File: config.mk
export PLATFORM = sky130hd
export DESIGN_NAME = siso_layer_scheduler
export DESIGN_NICKNAME = d
export VERILOG_FILES = /design/src/rtl/siso_layer_scheduler_pkg.sv /design/src/rtl/siso_layer_scheduler_inflight_ctr.sv /design/src/rtl/siso_layer_scheduler.sv
export SDC_FILE = /design/constraint.sdc
export NUM_CORES = 1
export LEC_CHECK = 0
export CAP_MARGIN = 20
export CORE_ASPECT_RATIO = 0.9
export CORE_MARGIN = 2
export CORE_UTILIZATION = 51
export CTS_CLUSTER_DIAMETER = 40
export DETAILED_ROUTE_END_ITERATION = 8
export MAX_ROUTING_LAYER = met4
export PLACE_DENSITY = 0.75
export REMOVE_ABC_BUFFERS = 1
export SLEW_MARGIN = 15
export SYNTH_ARGS = -nofsm -noshare
export SYNTH_HDL_FRONTEND = slang
export SYNTH_SLANG_ARGS = --single-unit
File: constraint.sdc
create_clock -name clk -period 3.2 [get_ports clk]
set_input_delay 0.64 -clock clk [delete_from_list [all_inputs] [get_ports clk]]
set_output_delay 0.64 -clock clk [all_outputs]
set_load 0.1 [all_outputs]
File: src/rtl/siso_layer_scheduler_pkg.sv
// Shared definitions for the SISO layered-decoding read scheduler.
package siso_layer_scheduler_pkg;

    // Default geometry, shared with the row-unit instantiation.
    localparam int unsigned DefLayers    = 2;
    localparam int unsigned DefAddrDepth = 20;
    localparam int unsigned DefAddrWidth = 5;
    localparam int unsigned DefIterBits  = 4;
    localparam int unsigned DefLayerBits = 1;

    typedef enum logic [2:0] {
        StIdle    = 3'd0,
        StIssue   = 3'd1,
        StDrain   = 3'd2,
        StIterEnd = 3'd3,
        StFlush   = 3'd4,
        StDone    = 3'd5
    } sched_state_e;

    // An iteration limit of zero still runs one iteration.
    function automatic int unsigned eff_max_iter(input int unsigned m);
        return (m == 0) ? 1 : m;
    endfunction

endpackage

File: src/rtl/siso_layer_scheduler_inflight_ctr.sv
// Up/down counter of row-unit reads still awaiting write-back.
module siso_layer_scheduler_inflight_ctr #(
    parameter int unsigned WIDTH = 6
) (
    input  logic clk,
    input  logic rst,
    input  logic inc,
    input  logic dec,
    input  logic clr_err,
    output logic zero_next,
    output logic err
);

    logic [WIDTH-1:0] cnt_q;
    logic [WIDTH-1:0] cnt_d;
    logic             err_q;
    logic             err_d;
    logic             underflow;

    // Next count; a write-back with nothing in flight is flagged and ignored.
    always_comb begin
        cnt_d     = cnt_q;
        underflow = 1'b0;
        if (inc && !dec) begin
            cnt_d = cnt_q + WIDTH'(1);
        end else if (dec && !inc) begin
            if (cnt_q == '0) begin
                underflow = 1'b1;
            end else begin
                cnt_d = cnt_q - WIDTH'(1);
            end
        end
        err_d = clr_err ? 1'b0 : (err_q | underflow);
    end

    // Zero flag looks at the count after this cycle's strobes.
    assign zero_next = (cnt_d == '0);
    assign err       = err_q;

    // Counter and sticky error state.
    always_ff @(posedge clk or negedge rst) begin
        if (!rst) begin
            cnt_q <= '0;
            err_q <= 1'b0;
        end else begin
            cnt_q <= cnt_d;
            err_q <= err_d;
        end
    end

endmodule

File: src/rtl/siso_layer_scheduler.sv
// Layered-decoding read scheduler: issues per-layer address bursts, waits for
// write-backs between layers, counts iterations, supports abort.
module siso_layer_scheduler
    import siso_layer_scheduler_pkg::*;
#(
    parameter int unsigned LAYERS    = DefLayers,
    parameter int unsigned ADDRDEPTH = DefAddrDepth,
    parameter int unsigned ADDRWIDTH = DefAddrWidth,
    parameter int unsigned ITERBITS  = DefIterBits,
    parameter int unsigned LAYERBITS = DefLayerBits
) (
    input  logic                 clk,
    input  logic                 rst,
    input  logic                 start,
    input  logic [ITERBITS-1:0]  max_iter,
    input  logic                 early_term,
    input  logic                 abort,
    input  logic                 wren_in,
    output logic [LAYERBITS-1:0] rdlayer,
    output logic [ADDRWIDTH-1:0] rdaddress,
    output logic                 rden_LLR,
    output logic                 rden_E,
    output logic                 first_iter,
    output logic                 busy,
    output logic                 done,
    output logic                 aborted,
    output logic [ITERBITS-1:0]  iter_count,
    output logic                 err
);

    sched_state_e         state_q, state_d;
    logic [ADDRWIDTH-1:0] addr_q, addr_d;
    logic [LAYERBITS-1:0] layer_q, layer_d;
    logic [ITERBITS-1:0]  iter_q, iter_d;
    logic [ITERBITS-1:0]  max_q, max_d;
    logic [ITERBITS-1:0]  iter_inc;
    logic                 first_q, first_d;
    logic                 aborted_q, aborted_d;
    logic                 issue;
    logic                 clr_err;
    logic                 zero_next;

    logic                 rden_q;
    logic [ADDRWIDTH-1:0] rdaddress_q;
    logic [LAYERBITS-1:0] rdlayer_q;
    logic                 busy_q;
    logic                 done_q;

    assign iter_inc = iter_q + ITERBITS'(1);

    // Next-state and counter updates.
    always_comb begin
        state_d   = state_q;
        addr_d    = addr_q;
        layer_d   = layer_q;
        iter_d    = iter_q;
        max_d     = max_q;
        first_d   = first_q;
        aborted_d = aborted_q;
        issue     = 1'b0;
        clr_err   = 1'b0;
        unique case (state_q)
            StIdle: begin
                // abort is ignored here, so start wins when both are high.
                if (start) begin
                    state_d   = StIssue;
                    addr_d    = '0;
                    layer_d   = '0;
                    iter_d    = '0;
                    max_d     = ITERBITS'(eff_max_iter(int'(max_iter)));
                    first_d   = 1'b1;
                    aborted_d = 1'b0;
                    clr_err   = 1'b1;
                end
            end
            StIssue: begin
                if (abort) begin
                    state_d = StFlush;
                end else begin
                    issue = 1'b1;
                    if (addr_q == ADDRWIDTH'(ADDRDEPTH - 1)) begin
                        state_d = StDrain;
                    end else begin
                        addr_d = addr_q + ADDRWIDTH'(1);
                    end
                end
            end
            StDrain: begin
                if (abort) begin
                    state_d = StFlush;
                end else if (zero_next) begin
                    if (layer_q == LAYERBITS'(LAYERS - 1)) begin
                        state_d = StIterEnd;
                    end else begin
                        layer_d = layer_q + LAYERBITS'(1);
                        addr_d  = '0;
                        state_d = StIssue;
                    end
                end
            end
            StIterEnd: begin
                if (abort) begin
                    state_d = StFlush;
                end else begin
                    iter_d = iter_inc;
                    if ((iter_inc == max_q) || early_term) begin
                        state_d = StDone;
                    end else begin
                        layer_d = '0;
                        addr_d  = '0;
                        first_d = 1'b0;
                        state_d = StIssue;
                    end
                end
            end
            StFlush: begin
                if (zero_next) begin
                    state_d   = StDone;
                    aborted_d = 1'b1;
                end
            end
            StDone: begin
                state_d = StIdle;
                first_d = 1'b0;
            end
            default: begin
                state_d = StIdle;
            end
        endcase
    end

    // FSM and control counters.
    always_ff @(posedge clk or negedge rst) begin
        if (!rst) begin
            state_q   <= StIdle;
            addr_q    <= '0;
            layer_q   <= '0;
            iter_q    <= '0;
            max_q     <= '0;
            first_q   <= 1'b0;
            aborted_q <= 1'b0;
        end else begin
            state_q   <= state_d;
            addr_q    <= addr_d;
            layer_q   <= layer_d;
            iter_q    <= iter_d;
            max_q     <= max_d;
            first_q   <= first_d;
            aborted_q <= aborted_d;
        end
    end

    // Registered read-side and status outputs.
    always_ff @(posedge clk or negedge rst) begin
        if (!rst) begin
            rden_q      <= 1'b0;
            rdaddress_q <= '0;
            rdlayer_q   <= '0;
            busy_q      <= 1'b0;
            done_q      <= 1'b0;
        end else begin
            rden_q <= issue;
            if (issue) begin
                rdaddress_q <= addr_q;
                rdlayer_q   <= layer_q;
            end
            busy_q <= (state_d != StIdle);
            done_q <= (state_d == StDone);
        end
    end

    siso_layer_scheduler_inflight_ctr #(
        .WIDTH(ADDRWIDTH + 1)
    ) u_inflight (
        .clk      (clk),
        .rst      (rst),
        .inc      (rden_q),
        .dec      (wren_in),
        .clr_err  (clr_err),
        .zero_next(zero_next),
        .err      (err)
    );

    assign rden_LLR   = rden_q;
    assign rden_E     = rden_q;
    assign rdaddress  = rdaddress_q;
    assign rdlayer    = rdlayer_q;
    assign busy       = busy_q;
    assign done       = done_q;
    assign first_iter = first_q;
    assign aborted    = aborted_q;
    assign iter_count = iter_q;

endmodule

### Word level (Yosys, flattened, before mapping)

Index checks and enable logic that the tools add are counted.

| word-level totals | value |
|---|---|
| bits of input ports | 10 |
| logic and storage cells | 103 |
| memories kept | 0 |
| flip-flop bits (word level) | 35 |
| memory bits (read-only) | 0 |
| latch bits | 0 |
| memory bits (writable) | 0 |

| cells by class | value |
|---|---|
| $mul | 0 |
| order comparisons | 0 |
| shifts and indexed selects | 0 |
| bitwise operators | 1 |
| $add $sub $neg | 5 |
| divide/modulo/power cells | 0 |
| equality and inequality tests | 17 |
| reductions and logical operators | 21 |
| multiplexer cells | 45 |

Operators by type and width:

| cell | number |
|---|---|
| $mux W5 | 8 |
| $mux W3 | 8 |
| $pmux W5 S4 | 1 |
| $mux W6 | 3 |
| $mux W1 | 16 |
| $pmux W3 S5 | 1 |
| $ne A2 B2 Y1 const B | 7 |
| $logic_not A6 Y1 | 2 |
| $mux W4 | 3 |
| $eq A3 B3 Y1 const B | 3 |
| $reduce_and A9 Y1 | 1 |
| $reduce_bool A3 Y1 | 3 |
| $pmux W4 S2 | 1 |
| $add A6 B1 Y6 const B | 1 |
| $eq A3 B2 Y1 const B | 2 |
| $pmux W1 S3 | 2 |
| $reduce_and A3 Y1 | 2 |
| $reduce_and A6 Y1 | 1 |
| $sub A6 B1 Y6 const B | 1 |
| $add A5 B1 Y5 const B | 1 |
| $eq A5 B5 Y1 const B | 1 |
| $add A4 B1 Y4 const B | 1 |
| $eq A4 B4 Y1 | 1 |
| $logic_not A4 Y1 | 1 |
| other kinds (14) | 18 |

### Longest topological paths before layout

| logic depth | value |
|---|---|
| depth in word-level cells | 9 |
| depth in mapped cells | 10 |

### Modules after synthesis

From an unflattened synthesis, not the netlist that was laid out.

| second synthesis, totals | value |
|---|---|
| cells, all modules | 219 |
| area, all modules | 2120.8 um^2 |

By module, submodules not included:

| module | cells each | instances | area each (um^2) |
|---|---|---|---|
| siso_layer_scheduler | 137 | 1 | 1435.1 |
| siso_layer_scheduler_inflight_ctr | 82 | 1 | 685.7 |

### Worst setup path before layout

OpenSTA, ideal clock, no wires.

| timing | value |
|---|---|
| path kind | reg-to-reg |
| start | reg rden_q, in the netlist rden_E |
| end | reg addr_q[1] |
| stages on the path, launching flop included | 9 |
| data required time | 3075 ps |
| setup slack | 371 ps |
| data arrival time | 2704 ps |
| setup time | 125 ps |
| buffers on the path | 1 |
| cell sequence | dfrtp_1 -> buf_2 -> nand4b_1 -> mux2i_1 -> a22oi_1 -> nor3_2 -> a31oi_4 -> nor4_4 -> mux2_4 |

| between the ends | value |
|---|---|
| longest elaborated chain between the ends | 7 |

Ends and longest elaborated chain:

| item | line | RTL |
|---|---|---|
| start, declared | siso_layer_scheduler.sv:43 | `logic rden_q;` |
| start signal, assigned | siso_layer_scheduler.sv:162 | `rden_q <= issue;` |
| $logic_not A1 Y1 | siso_layer_scheduler_inflight_ctr.sv:26 | `end else if (dec && !inc) begin` |
| $logic_and A1 B1 Y1 | siso_layer_scheduler_inflight_ctr.sv:26 |  |
| $mux W6 | siso_layer_scheduler_inflight_ctr.sv:26 |  |
| $mux W6 (*) | siso_layer_scheduler_inflight_ctr.sv:24 | `if (inc && !dec) begin` |
| net u_inflight.cnt_d[4] | siso_layer_scheduler_inflight_ctr.sv:15 | `logic [WIDTH-1:0] cnt_d;` |
| $logic_not A6 Y1 (*) | siso_layer_scheduler_inflight_ctr.sv:37 | `assign zero_next = (cnt_d == '0);` |
| $ne A2 B1 Y1 (no source line) (*) | - |  |
| $reduce_and A9 Y1 (no source line) (*) | - |  |
| end signal, assigned | siso_layer_scheduler.sv:144 | `addr_q <= addr_d;` |
| end, declared | siso_layer_scheduler.sv:32 | `logic [ADDRWIDTH-1:0] addr_q, addr_d;` |

Mark *: on every way through the listed nets, which the timed path passes. The rest lies on a longest branch.
A chain may end at the register's enable or synchronous reset.

### Worst setup path in the final report

| timing | value |
|---|---|
| start | reg u_inflight.cnt_q[0] |
| end | reg addr_q[1] |

| between the ends | value |
|---|---|
| longest elaborated chain between the ends | 7 |

Ends and longest elaborated chain:

| item | line | RTL |
|---|---|---|
| start, declared | siso_layer_scheduler_inflight_ctr.sv:14 | `logic [WIDTH-1:0] cnt_q;` |
| start signal, assigned | siso_layer_scheduler_inflight_ctr.sv:46 | `cnt_q <= cnt_d;` |
| $sub A6 B1 Y6 or $logic_not A6 Y1 (tied branches) | siso_layer_scheduler_inflight_ctr.sv:30, siso_layer_scheduler_inflight_ctr.sv:27 |  |
| $mux W6 | siso_layer_scheduler_inflight_ctr.sv:27 | `if (cnt_q == '0) begin` |
| $mux W6 | siso_layer_scheduler_inflight_ctr.sv:26 |  |
| $mux W6 (*) | siso_layer_scheduler_inflight_ctr.sv:24 |  |
| $logic_not A6 Y1 (*) | siso_layer_scheduler_inflight_ctr.sv:37 |  |
| $ne A2 B1 Y1 (no source line) (*) | - |  |
| $reduce_and A9 Y1 (no source line) (*) | - |  |

Mark *: on every way between the ends. The rest lies on a longest branch, timed or not.

==> summary.md <==
| Metric | Value |
|---|---|
| Outcome | `finished, final reports clean` |
| Power Density | `between 800 and 900 mW/mm2` |
| Die width | `71.17 um` |
| Largest net degree at the start of global routing | `36` |
| PortBufs | `26` |
| FF+latch count, synth | `35` |
| Reg area | `875.8 um2` |
| Hold_ws | `0.4895 ns` |
| Setup TNS | `0 ns` |
| Post-synth EDFFs | `0` |
| Post-CTS Hold Buffers | `0` |
| Routability cong. | `about 0.9` |
| Most area-hungry cell type in the Yosys netlist | `dfrtp_1` |
| Compound-Gate Fraction of Synth Area | `0.1505` |
| Total global-route track usage | `0.2180` |
| Post-Synth Adder-Cell Area | `0.03021` |
| Initial antenna violation count | `0` |
| First-pass GRT wire length | `~7.7 mm` |
| Hold Crit Class | `register to register` |
| Post-Synth XOR/XNOR Area | `0.04109` |
| Final Hold Fails | `0` |
| Util after Layout | `0.6250` |
| Fillers | `327` |
| DR iter-0 viols | `97` |
| Remaining DRCs | `0` |
| Post-synth top area share | `0.4230` |
| CTS max path bufs | `2` |
| Post-synth top cells | `35 x dfrtp_1, 27 x nand2_1, 18 x o21ai_0` |
| Routed via count | `1709` |
| Critical Path Start Type | `register` |
| Largest stage delay, worst path | `0.53 ns` |
| Sequential area share after synthesis | `0.4230` |
| Setup violations, final | `0` |
| Area contributors post-synth | `dfrtp_1 42%, nand2_1 4.9%, o21ai_0 4.4%` |
| Vias in the first global route | `1656` |
| Cell Chain, Critical Path | `inv_1 -> ha_1 -> or4b_4 -> nand3_1 -> nand4_1 -> nor3_2 -> a31oi_4 -> nor4_4 -> mux2_4` |
| Final WL | `4.215 mm` |
| Reg clk slew, reported paths | `0.06 ns` |
| Starting Density | `0.5435` |
| CTS root buffer | `clkbuf_8` |
| Leakage power | `1.056 nW` |
| Area growth syn-to-layout | `14.98%` |
| Ant diodes | `0` |
| Clk_lat worst skew | `0.28 ns` |
| Fin cells | `290` |
| CP endpoint kind | `register` |
| Worst slew pin tran | `just over 0.6 ns` |
| Post-Synth Simple-Gate Area | `0.2574` |
| Max IR drop VDD | `522.3 uV` |
| Layout Nets | `260` |
| Multi-input logic area | `0.001105 mm2` |
| Per-cell routed wire length | `14.53 um` |
| Grt total ovfl | `0` |
| RSZ-0062 raised after global routing | `false` |
| YS warnings | `0` |
| CTS Sinks | `35` |
| Delay-heaviest family, CP | `simple AND/OR/NAND/NOR gates` |
| Slowest CP cell | `or4b_4` |
| Slew Viols, Final | `0` |
| Final worst slack | `0.2852 ns` |
| Buf+Inv Stages, Crit Path | `1` |
| Initial DRT Pass Iterations | `6` |
| Average cell area after synthesis | `~9.4 um2` |
| Place WS | `between 0.07 and 0.08 ns` |
| Std cell rows | `21` |
| Gate Count Post-Synth | `221` |
| CP arrival | `3.08 ns` |
| CP Class | `register to register` |
| Main combinational cell family by area after synthesis | `simple AND/OR/NAND/NOR gates` |
| Slew Limit Headroom | `0.5880` |
| Final Power | `approximately 2.1 mW` |
| Max Cap Viol | `0` |
| Post-route cell area | `0.002381 mm2` |
| Cell variety after synth | `between 50 and 60` |
| Inserted Clock Buffers | `5` |
| Post-synthesis mux area share | `0.05438` |
| Final min period | `2.915 ns` |
| Clock skew | `about 0.0025 ns` |
| Maximum fanout along the worst path | `9` |
| CTS H-Tree Depth | `2` |
| Fmax | `343.1 MHz` |
| Core area | `0.003810 mm2` |
| Mapped Area | `around 0.0021 mm2` |
| Post-route ant nets | `0` |
| DIE HEIGHT | `between 60 and 70 um` |
| # IOs | `27` |
| TritonCTS clock tree | `yes` |
| Layout cells sized above 1 | `0.1721` |
| Dpl cell area | `0.002308 mm2` |
| Dominant synthesized flop cell | `dfrtp_1` |
| Final period util | `0.9109` |
| Async set-reset flop share out of synthesis | `1.000` |
| CP Data Required Time | `3.37 ns` |
| Die ar. | `between 0.004 and 0.005 mm2` |
| CTS resizes | `0` |
| DP HPWL | `3.013 mm` |
| Vias/cell | `5.893` |
| Postcts setup bufs | `0` |
| Count leader, synth | `dfrtp_1` |
| Placed Cells | `between 200 and 300` |
==> cell usage in the layout (no fill, tap or decap), types with 2 or more instances in the layout <==
cell,count
nand2_1,27
a21boi_0,2
nor3_2,2
dfrtp_1,35
and2_1,3
ha_1,5
mux2_2,6
nor4b_1,2
a211o_1,2
nor2b_1,4
clkdlybuf4s50_1,9
inv_1,8
clkbuf_8,5
xnor2_1,4
o21ai_1,2
a21oi_1,6
nand3_1,13
and3_1,3
nor3_1,6
o21ai_0,18
nor2_1,17
xor2_1,3
nor3b_1,2
o31ai_1,3
mux2i_1,3
buf_4,20
o211ai_1,3
or3_1,5
==> cell type report <==
cell class / instances / share of cell area
Sequential cell: 35 / 0.3678
Inverter: 8 / 0.01261
Multi-Input combinational cell: 166 / 0.4640
Tap cell: 46 / 0.02417
Clock buffer: 6 / 0.03048
Timing Repair Buffer: 29 / 0.1009
==> state kept, by name (all words and copies together) (netlist names) <==
signal,flops
state_q,3
busy,1
done,1
rden_E,1
addr_q,5
aborted,1
u_inflight.cnt_q,6
u_inflight.err,1
rdaddress,5
first_iter,1
layer_q,1
max_q,4
iter_count,4
rdlayer,1
==> per-layer routing <==
| metal | up-vias | global-route usage | routed length [um] |
|---|---|---|---|
| li1 | 841 | - | - |
| met1 | 818 | 0.3043 | 2084 |
| met2 | 44 | 0.3183 | 1849 |
| met3 | 6 | 0.04199 | 216 |
| met4 | 0 | 0.08019 | 65 |
| met5 | - | - | 0 |
==> power breakdown <==
group          switching, mW  internal, mW
combinational          0.721         0.360
sequential             0.184         0.572
clock                  0.141         0.145
total                   1.05          1.08
==> tightest hold or removal path, stage by stage, from the launching register on <==
cell,delay [ns]
dfrtp_1,0.34
nand2_1,0.05
o21ai_0,0.06
==> cells by family (layout without fill, tap and decap cells) <==
kind of cell / count (synthesis) / in the layout
AO/OA/AOI/OAI: 47 / 47
XOR/XNOR: 8 / 8
adder cells (fa/ha/maj): 5 / 5
buffers and inverters: 20 / 43
flip-flops: 35 / 35
multiplexers: 10 / 10
AND/OR/NAND/NOR: 96 / 96
==> final timing paths <==
path / depth (start not counted) / slack, ns / end / startpoint
setup / recovery: 9 / 0.29 / addr_q[1] / u_inflight.cnt_q[0]
hold / removal: 2 / 0.49 / aborted / aborted
setup reg to reg: 9 / 0.29 / addr_q[1] / u_inflight.cnt_q[0]
hold reg to reg: 2 / 0.49 / aborted / aborted
max in group asynchronous: 2 / 2.12 / aborted / rst
min in group asynchronous: 2 / 0.77 / u_inflight.cnt_q[2] / rst
Note: power is estimated with default switching activity, not from simulation.
